===== src/rtl/cla_nibble_sequencer.sv =====
// cla_nibble_sequencer: WIDTH-bit adder built from one shared 4-bit
// carry-lookahead slice, processing one nibble per cycle, LSB nibble first.
// A registered carry links consecutive nibbles.
// Optional feature macro: CLA_SEQ_SUB_EN (enables subtraction through the sub port).
// WIDTH must be a multiple of 4 and at least 8.
module cla_nibble_sequencer #(
  parameter int WIDTH = 16
) (
  input  logic             CLK,
  input  logic             reset,
  input  logic             start,
  input  logic [WIDTH-1:0] A,
  input  logic [WIDTH-1:0] B,
  input  logic             Cin,
  input  logic             sub,
  output logic             busy,
  output logic             done,
  output logic [WIDTH-1:0] S,
  output logic             Cout,
  output logic             Ovf
);

  localparam int NIB = WIDTH / 4;
  localparam int IW  = $clog2(NIB);

  typedef enum logic [1:0] {
    ST_IDLE = 2'd0,
    ST_RUN  = 2'd1,
    ST_DONE = 2'd2
  } state_t;

  state_t           r_state;
  state_t           w_state_next;

  logic [WIDTH-1:0] r_a;
  logic [WIDTH-1:0] r_bop;
  logic [WIDTH-1:0] r_s;
  logic             r_carry;
  logic             r_cout;
  logic             r_ovf;
  logic [IW-1:0]    r_idx;

  logic             w_accept;
  logic             w_last;
  logic [WIDTH-1:0] w_bop_in;
  logic             w_cin_in;
  logic             w_unused;
  logic [3:0]       w_a_nib;
  logic [3:0]       w_b_nib;
  logic [3:0]       w_p;
  logic [3:0]       w_g;
  logic [4:0]       w_c;
  logic [3:0]       w_sum;

  // Operand selection at accept time: invert B and force carry-in for subtract.
`ifdef CLA_SEQ_SUB_EN
  assign w_bop_in = sub ? ~B : B;
  assign w_cin_in = sub ? 1'b1 : Cin;
  assign w_unused = 1'b0;
`else
  assign w_bop_in = B;
  assign w_cin_in = Cin;
  assign w_unused = sub;
`endif

  // A new op is taken only when the controller is not mid-run.
  assign w_accept = start && ((r_state == ST_IDLE) || (r_state == ST_DONE));
  assign w_last   = (r_idx == IW'(NIB - 1));

  // Shared 4-bit carry-lookahead slice fed from the current nibble of the op regs.
  assign w_a_nib = r_a[{r_idx, 2'b00} +: 4];
  assign w_b_nib = r_bop[{r_idx, 2'b00} +: 4];
  assign w_p     = w_a_nib ^ w_b_nib;
  assign w_g     = w_a_nib & w_b_nib;
  assign w_c[0]  = r_carry;
  assign w_c[1]  = w_g[0] | (w_p[0] & w_c[0]);
  assign w_c[2]  = w_g[1] | (w_p[1] & w_g[0]) | (w_p[1] & w_p[0] & w_c[0]);
  assign w_c[3]  = w_g[2] | (w_p[2] & w_g[1]) | (w_p[2] & w_p[1] & w_g[0])
                 | (w_p[2] & w_p[1] & w_p[0] & w_c[0]);
  assign w_c[4]  = w_g[3] | (w_p[3] & w_g[2]) | (w_p[3] & w_p[2] & w_g[1])
                 | (w_p[3] & w_p[2] & w_p[1] & w_g[0])
                 | (w_p[3] & w_p[2] & w_p[1] & w_p[0] & w_c[0]);
  assign w_sum   = w_p ^ w_c[3:0];

  // State register; reset wins over everything.
  always_ff @(posedge CLK) begin
    if (reset) r_state <= ST_IDLE;
    else       r_state <= w_state_next;
  end

  // Next-state logic: IDLE -> RUN on start, RUN for NIB cycles, DONE for one cycle.
  always_comb begin
    w_state_next = r_state;
    case (r_state)
      ST_IDLE: if (start) w_state_next = ST_RUN;
      ST_RUN:  if (w_last) w_state_next = ST_DONE;
      ST_DONE: w_state_next = start ? ST_RUN : ST_IDLE;
      default: w_state_next = ST_IDLE;
    endcase
  end

  // Datapath: capture operands on accept, then write one sum nibble per RUN cycle.
  always_ff @(posedge CLK) begin
    if (reset) begin
      r_a     <= '0;
      r_bop   <= '0;
      r_s     <= '0;
      r_carry <= 1'b0;
      r_cout  <= 1'b0;
      r_ovf   <= 1'b0;
      r_idx   <= '0;
    end else if (w_accept) begin
      r_a     <= A;
      r_bop   <= w_bop_in;
      r_carry <= w_cin_in;
      r_s     <= '0;
      r_cout  <= 1'b0;
      r_ovf   <= 1'b0;
      r_idx   <= '0;
    end else if (r_state == ST_RUN) begin
      r_s[{r_idx, 2'b00} +: 4] <= w_sum;
      r_carry                  <= w_c[4];
      if (w_last) begin
        // Flags land on the same edge that enters DONE; the MSB of S is the
        // top bit of the nibble being written right now.
        r_cout <= w_c[4];
        r_ovf  <= (r_a[WIDTH-1] == r_bop[WIDTH-1]) && (w_sum[3] != r_a[WIDTH-1]);
        r_idx  <= '0;
      end else begin
        r_idx  <= r_idx + 1'b1;
      end
    end
  end

  assign busy = (r_state == ST_RUN);
  assign done = (r_state == ST_DONE);
  assign S    = r_s;
  assign Cout = r_cout;
  assign Ovf  = r_ovf;

endmodule


===== config.mk =====
export PLATFORM = sky130hd
export DESIGN_NAME = cla_nibble_sequencer
export DESIGN_NICKNAME = d
export VERILOG_FILES = /design/src/rtl/cla_nibble_sequencer.sv
export SDC_FILE = /design/constraint.sdc
export NUM_CORES = 1
export LEC_CHECK = 0
export CORE_MARGIN = 3
export CORE_UTILIZATION = 32
export CTS_BUF_LIST = sky130_fd_sc_hd__clkbuf_4 sky130_fd_sc_hd__clkbuf_8 sky130_fd_sc_hd__clkbuf_16
export DETAILED_ROUTE_END_ITERATION = 8
export GPL_TIMING_DRIVEN = 0
export HOLD_SLACK_MARGIN = 0.02
export SYNTH_ARGS = -nofsm -noshare
export SYNTH_HDL_FRONTEND = slang
export SYNTH_SLANG_ARGS = --single-unit
export TNS_END_PERCENT = 20

===== constraint.sdc =====
create_clock -name CLK -period 3.25 [get_ports CLK]
set_input_delay 0.65 -clock CLK [delete_from_list [all_inputs] [get_ports CLK]]
set_output_delay 0.65 -clock CLK [all_outputs]
set_load 0.01 [all_outputs]

# --- After elaboration in Yosys (flattened, before gate mapping) ---
# Cells that the tools add are included.
classes:
  add_sub_neg: 2
  n_eq_ne: 7
  n_shift: 4
  muxes: 8
  bitwise_logic: 29
  reduce_logical: 8
ops:
  columns: ["operator", "count"]
  rows:
  - ["$shiftx 16x5->4", 2]
  - ["$and 1x1->1", 16]
  - ["$bwmux 16", 1]
  - ["$shift 4x6->16 const A", 1]
  - ["$shiftx 4x6->16", 1]
  - ["$or 1x1->1", 10]
  - ["$xor 4x4->4", 2]
  - ["$mux 2", 3]
  - ["$neg 4->6", 1]
  - ["$pmux 2 s3", 1]
  - ["$and 4x4->4", 1]
  - ["$eq 2x2->1 const B", 2]
  - ["$reduce_and 2->1", 2]
  - ["$mux 1", 3]
  - ["$add 2x1->2 const B", 1]
  - ["$eq 2x1->1 const B", 1]
  - ["$logic_and 1x1->1", 2]
  - ["$logic_not 2->1", 1]
  - ["$ne 2x1->1 const B", 1]
  - ["$ne 2x2->1 const B", 1]
  - ["$reduce_bool 2->1", 1]
  - ["$reduce_or 2->1", 1]
  - ["$eq 1x1->1", 1]
  - ["$logic_or 1x1->1", 1]
  - ["$ne 1x1->1", 1]
word_totals:
  register_bits: 55
  inputBits: 37
  output_inout_bits: 20
  word_cells: 66

# --- Logic depth before layout (Yosys ltp) ---
# Gate-level depths: netlist of the first run.
logic_depth:
  depth_word: 9
  depth_mapped: 8
  depth_no_buf: 7

# --- Least setup slack after synthesis of the first run ---
# Ideal clock, no wire load.
synth_path:
  path_kind: "register to register"
  start: "reg r_idx[0]"
  end: "reg r_carry"
  setup_ns: 0.132
  arrival_time_ns: 2.507
  t_required_ns: 3.118
  setup_slack_ns: 0.611
  stages_incl_launch_ff: 9
  path_buffers: 1
  synth_period_minus_slack_ns: 2.639
  path_cell_list: "dfxtp_1 -> buf_2 -> mux4_2 -> ha_1 -> a21o_1 -> a31oi_2 -> and2b_2 -> o31ai_1 -> a21oi_1"
synth_between:
  elab_chain_len: 9
  elab_cells_between_ends: 17
  cone_classes: "2 x shift; 2 x mux; 13 x bitwise"
synth_lines:
  columns: ["element", "line", "source"]
  rows:
  - ["from (decl)", "41", "logic [IW-1:0] r_idx;"]
  - ["from (signal assigned)", "130", "r_idx <= r_idx + 1'b1;"]
  - ["$shiftx 16x5->4, on equally long branches", "71, 72", null]
  - ["$xor 4x4->4 / $and 4x4->4 (equally long branches)", "73, 74", null]
  - ["$and 1x1->1, on equally long branches", "80, 81, 82", null]
  - ["$or 1x1->1, or another cell as far along (2 in a row)", "80", "assign w_c[4] = w_g[3] | (w_p[3] & w_g[2]) | (w_p[3] & w_p[2] & w_g[1])"]
  - ["$or 1x1->1 / $and 1x1->1 (equally long branches)", "81, 82", null]
  - ["$or 1x1->1 *", "82", "| (w_p[3] & w_p[2] & w_p[1] & w_p[0] & w_c[0]);"]
  - ["$mux 1 *", "120", "end else if (r_state == ST_RUN) begin"]
  - ["$mux 1 *", "112", "end else if (w_accept) begin"]
  - ["to (signal assigned)", "115", "r_carry <= w_cin_in;"]
  - ["to (signal assigned)", "122", "r_carry <= w_c[4];"]
  - ["to (decl)", "38", "logic r_carry;"]
# Every way passes the cells marked *; elsewhere a longest branch is shown, timed or not. The select of a mux whose other input is x is not followed.
# A chain may end at the register's enable or synchronous reset.

# --- Worst setup path in the final report of the first run ---
layout_path:
  start: "reg r_idx[0]"
  end: "reg r_cout, in the netlist Cout"
layout_between:
  elab_chain_len: 7
  elab_cells_between_ends: 17
  cone_classes: "1 x eq/ne; 2 x shift; 13 x bitwise; 1 x reduce/logical"
layout_lines:
  columns: ["element", "line", "source"]
  rows:
  - ["$shiftx 16x5->4, on equally long branches", "71, 72", null]
  - ["$xor 4x4->4 / $and 4x4->4 (equally long branches)", "73, 74", null]
  - ["$and 1x1->1, on equally long branches", "80, 81, 82", null]
  - ["$or 1x1->1, or another cell as far along (2 in a row)", "80", null]
  - ["$or 1x1->1 / $and 1x1->1 (equally long branches)", "81, 82", null]
  - ["$or 1x1->1", "82", null]
  - ["to (signal assigned)", "126", "r_cout <= w_c[4];"]
  - ["to (decl)", "39", "logic r_cout;"]
# Parallel ways exist; a longest one is shown, timed or not.

==> results.ini, run 1 <==
[outcome]
outcome = finished clean

[synthesis]
synth_edf_count = 0
synth.ff_latch_count = 55
syn_inst = 266
synth_cell_types = 31
avgSynthCellArea_um2 = 9.059
syn_nets = 314
netlist_top_cells_area = dfxtp_1 (46%), nand2_1 (11%), a21oi_1 (7.5%)
synth_top_cell_area_share = 0.4569
synth-warning-count = 0
synth_area_leader_cell = dfxtp_1
synth.cell_area_um2 = 2410
async_flop_share = 0
synth-seq-area-share = 0.4569
ys_dominant_reg_cell = dfxtp_1

[clock_tree]
postCtsSetupRepairBufs = 0
cts_sinks = 55
cts-root-buf = clkbuf_8
clk_pin_slew_ns = 0.10
numCtsBuffers = 5
cts_max_level = 2
clock_path_buffers = 2
clock_latency_ns = 0.30
cts_tree = built
cts_hold_buf = 0

[critical_path]
cp_max_fo = 10
path_class = flop to flop
endpoint_kind = flop
start_kind = flop
required_ns = 3.44
crit_arrival_ns = 3.20

[floorplan]
die_x_um = 92.78
dieHeight_um = 92.78
rows = 31
start_util = 0.3305
coreArea_um2 = 7292
die-area_um2 = 8608
io_pins = 57

[sta]
timing.setup.tns_ns = 0
max-slew-margin-rel = 0.5828
setup_ws_ns = 0.2433
period_minus_slack_ns = 3.007
tightestPinTransition_ns = 0.6259
skew_ns = 0.008468
finalSetupViolations = 0
rsz0062_at_grt = no
fin_hold_ws_ns = 0.4576
final_hold_viol_count = 0
drv_slew = 0
max_clock_freq_mhz = 332.6
timing.final.crit_share = 0.9251

[cells_and_area]
drive_gt1_frac = 0.1009
layout.cells.non_filler = 426
nets = 375
num_antenna_cells = 0
fin_util = 0.4372
final_area_um2 = 3188
syn_to_final_growth_pct = 32.30

[placed_design]
portBuffers = 54
dpl.cell_count = 419
placed_area_um2 = 3074
dp_worst_setup_slack_ns = 0.1147
place.gp.congestion = 0.7691
place_hpwl_mm = 4.419

[pwr]
switchingPower_mw = 0.3531
vdd_drop_max_mv = 0.1980
power_frac_comb = 0.158
p_sw_frac = 0.2553
power.leakage_nw = 1.194
power_mw = 1.383
intPower_mw = 1.030
clockPowerShare = 0.321
p_per_area_nw_per_um2 = 433.9
pwr-share-seq = 0.521

[routing]
drtIter0Drc = 62
vias = 2035
routedWlPerCell_um = 13.67
ant_nets = 0
drc = 0
avgViaCountPerCell = 4.777
wirelength_mm = 5.822
dr.pass1.iters = 4

[global_route]
grt_pass1_vias = 1988
grt_pass1_wl_mm = 9.694
grt_max_degree = 17
grt_overflow = 0
grt_antenna_before_repair = 0
grt_usage = 0.1419

[run]
drv_cap = 0

[hold_path]
hp-class = flop to flop

## sequential cells by signal, summed over array words and instances, names as in the netlist
signal / count
Cout: 1
r_state: 2
Ovf: 1
S: 16
r_a: 16
r_idx: 2
r_carry: 1
r_bop: 16
## worst max-delay path, stage by stage, from the launching register on
cell and delay [ns]:
dfxtp_1 0.55, buf_2 0.42, mux4_2 0.61, ha_1 0.29, a21o_1 0.20, a31oi_2 0.26, and2b_2 0.25, nor3_1 0.23
nor3_1 0.08
## worst paths after layout
| path | start | endpoint | slack, ns | cells after the start |
|---|---|---|---|---|
| setup / recovery | r_idx[0] | Cout | 0.24 | 8 |
| hold / removal | r_a[10] | r_a[10] | 0.46 | 2 |
| setup reg to reg | r_idx[0] | Cout | 0.24 | 8 |
| hold reg to reg | r_a[10] | r_a[10] | 0.46 | 2 |
## cell usage after synthesis (3+ instances only)
library cell	number
clkbuf_1	9
nor4_2	3
mux4_2	8
buf_2	6
ha_1	10
nor2b_1	3
dfxtp_1	55
a22oi_1	16
a21oi_1	36
nor2_1	21
inv_1	3
nor3_1	4
nand2_1	71
## cells in the final DEF, fill, tap and decap left out, drive strengths merged, types with 2 or more instances in the layout
cell type,Yosys,final
clkbuf,9,14
clkdlybuf4s50,0,54
nor2,21,21
ha,10,10
nor2b,3,3
nand2,72,72
a21oi,36,36
mux4,8,8
a22oi,16,16
nor3,4,4
inv,4,4
dfxtp,55,55
nand2b,3,3
buf,7,7
xnor2,2,2
a21o,2,2
nor4,3,3
## power groups by stage
| stage | registers, mW | logic, mW | clock network (mW) |
|---|---|---|---|
| finish | 0.721 | 0.219 | 0.444 |
| CTS | 0.721 | 0.219 | 0.456 |
| global placement | 0.736 | 0.215 | 0 |
| global route | 0.725 | 0.242 | 0.485 |
| floorplan | 0.731 | 0.130 | 0 |
| detailed placement | 0.737 | 0.218 | 0 |
## metal layers
metal,GRT usage,vias up,part of all wire
met5,0,-,0
met4,0.03297,0,0.012
met3,0.03656,8,0.048
met2,0.2448,49,0.48
met1,0.1769,941,0.46
li1,-,1037,-
## kinds of logic after synthesis
logic type | Yosys count | share of synthesized area
buf+inv | 20 | 0.04050
simple gates | 109 | 0.2051
flops | 55 | 0.4569
xor+xnor | 3 | 0.01091
compound gates | 60 | 0.1516
mux | 8 | 0.07477
fa+ha+maj | 11 | 0.06023
## repair_timing
action	4_1_cts	5_1_grt
setup endpoints to repair	0	3
resized for setup	0	1
endpoints found under the hold margin	0	0
## cell type report
cell class                 instances  area [µm²]
buffer                            16       75.07
fill                             775        4104
clock buffer                       5       68.82
sequential                        55        1101
tap                               99       123.9
inverter                           4       22.52
timing repair buffer              54       540.5
multi-input combinational        191        1219
clock inverter                     2       37.54
(Power assumes the default switching activity.)
==> run 2, diff against run 1 <==
--- a/config.mk
+++ b/config.mk
@@ -5,6 +5,7 @@
 export SDC_FILE = /design/constraint.sdc
 export NUM_CORES = 1
 export LEC_CHECK = 0
+export ABC_CLOCK_PERIOD_IN_PS = 3250
 export CORE_MARGIN = 3
 export CORE_UTILIZATION = 32
 export CTS_BUF_LIST = sky130_fd_sc_hd__clkbuf_4 sky130_fd_sc_hd__clkbuf_8 sky130_fd_sc_hd__clkbuf_16
==> results of run 2 <==
Final layout, timing and power as in run 1 (identical DEF).
==> run 3, diff against run 2 <==
==> constraint.sdc (replaced) <==
create_clock -name CLK -period 3.25 [get_ports CLK]
set_input_delay 0.325 -clock CLK [delete_from_list [all_inputs] [get_ports CLK]]
set_output_delay 0.325 -clock CLK [all_outputs]
set_load 0.01 [all_outputs]
==> results of run 3 <==
The final DEF is identical to that of run 1. Status: finished clean.
Main changes from that run: hold slack 0.4576 ns -> 0.4515 ns; end point of the worst hold path r_a[10] -> r_bop[12]
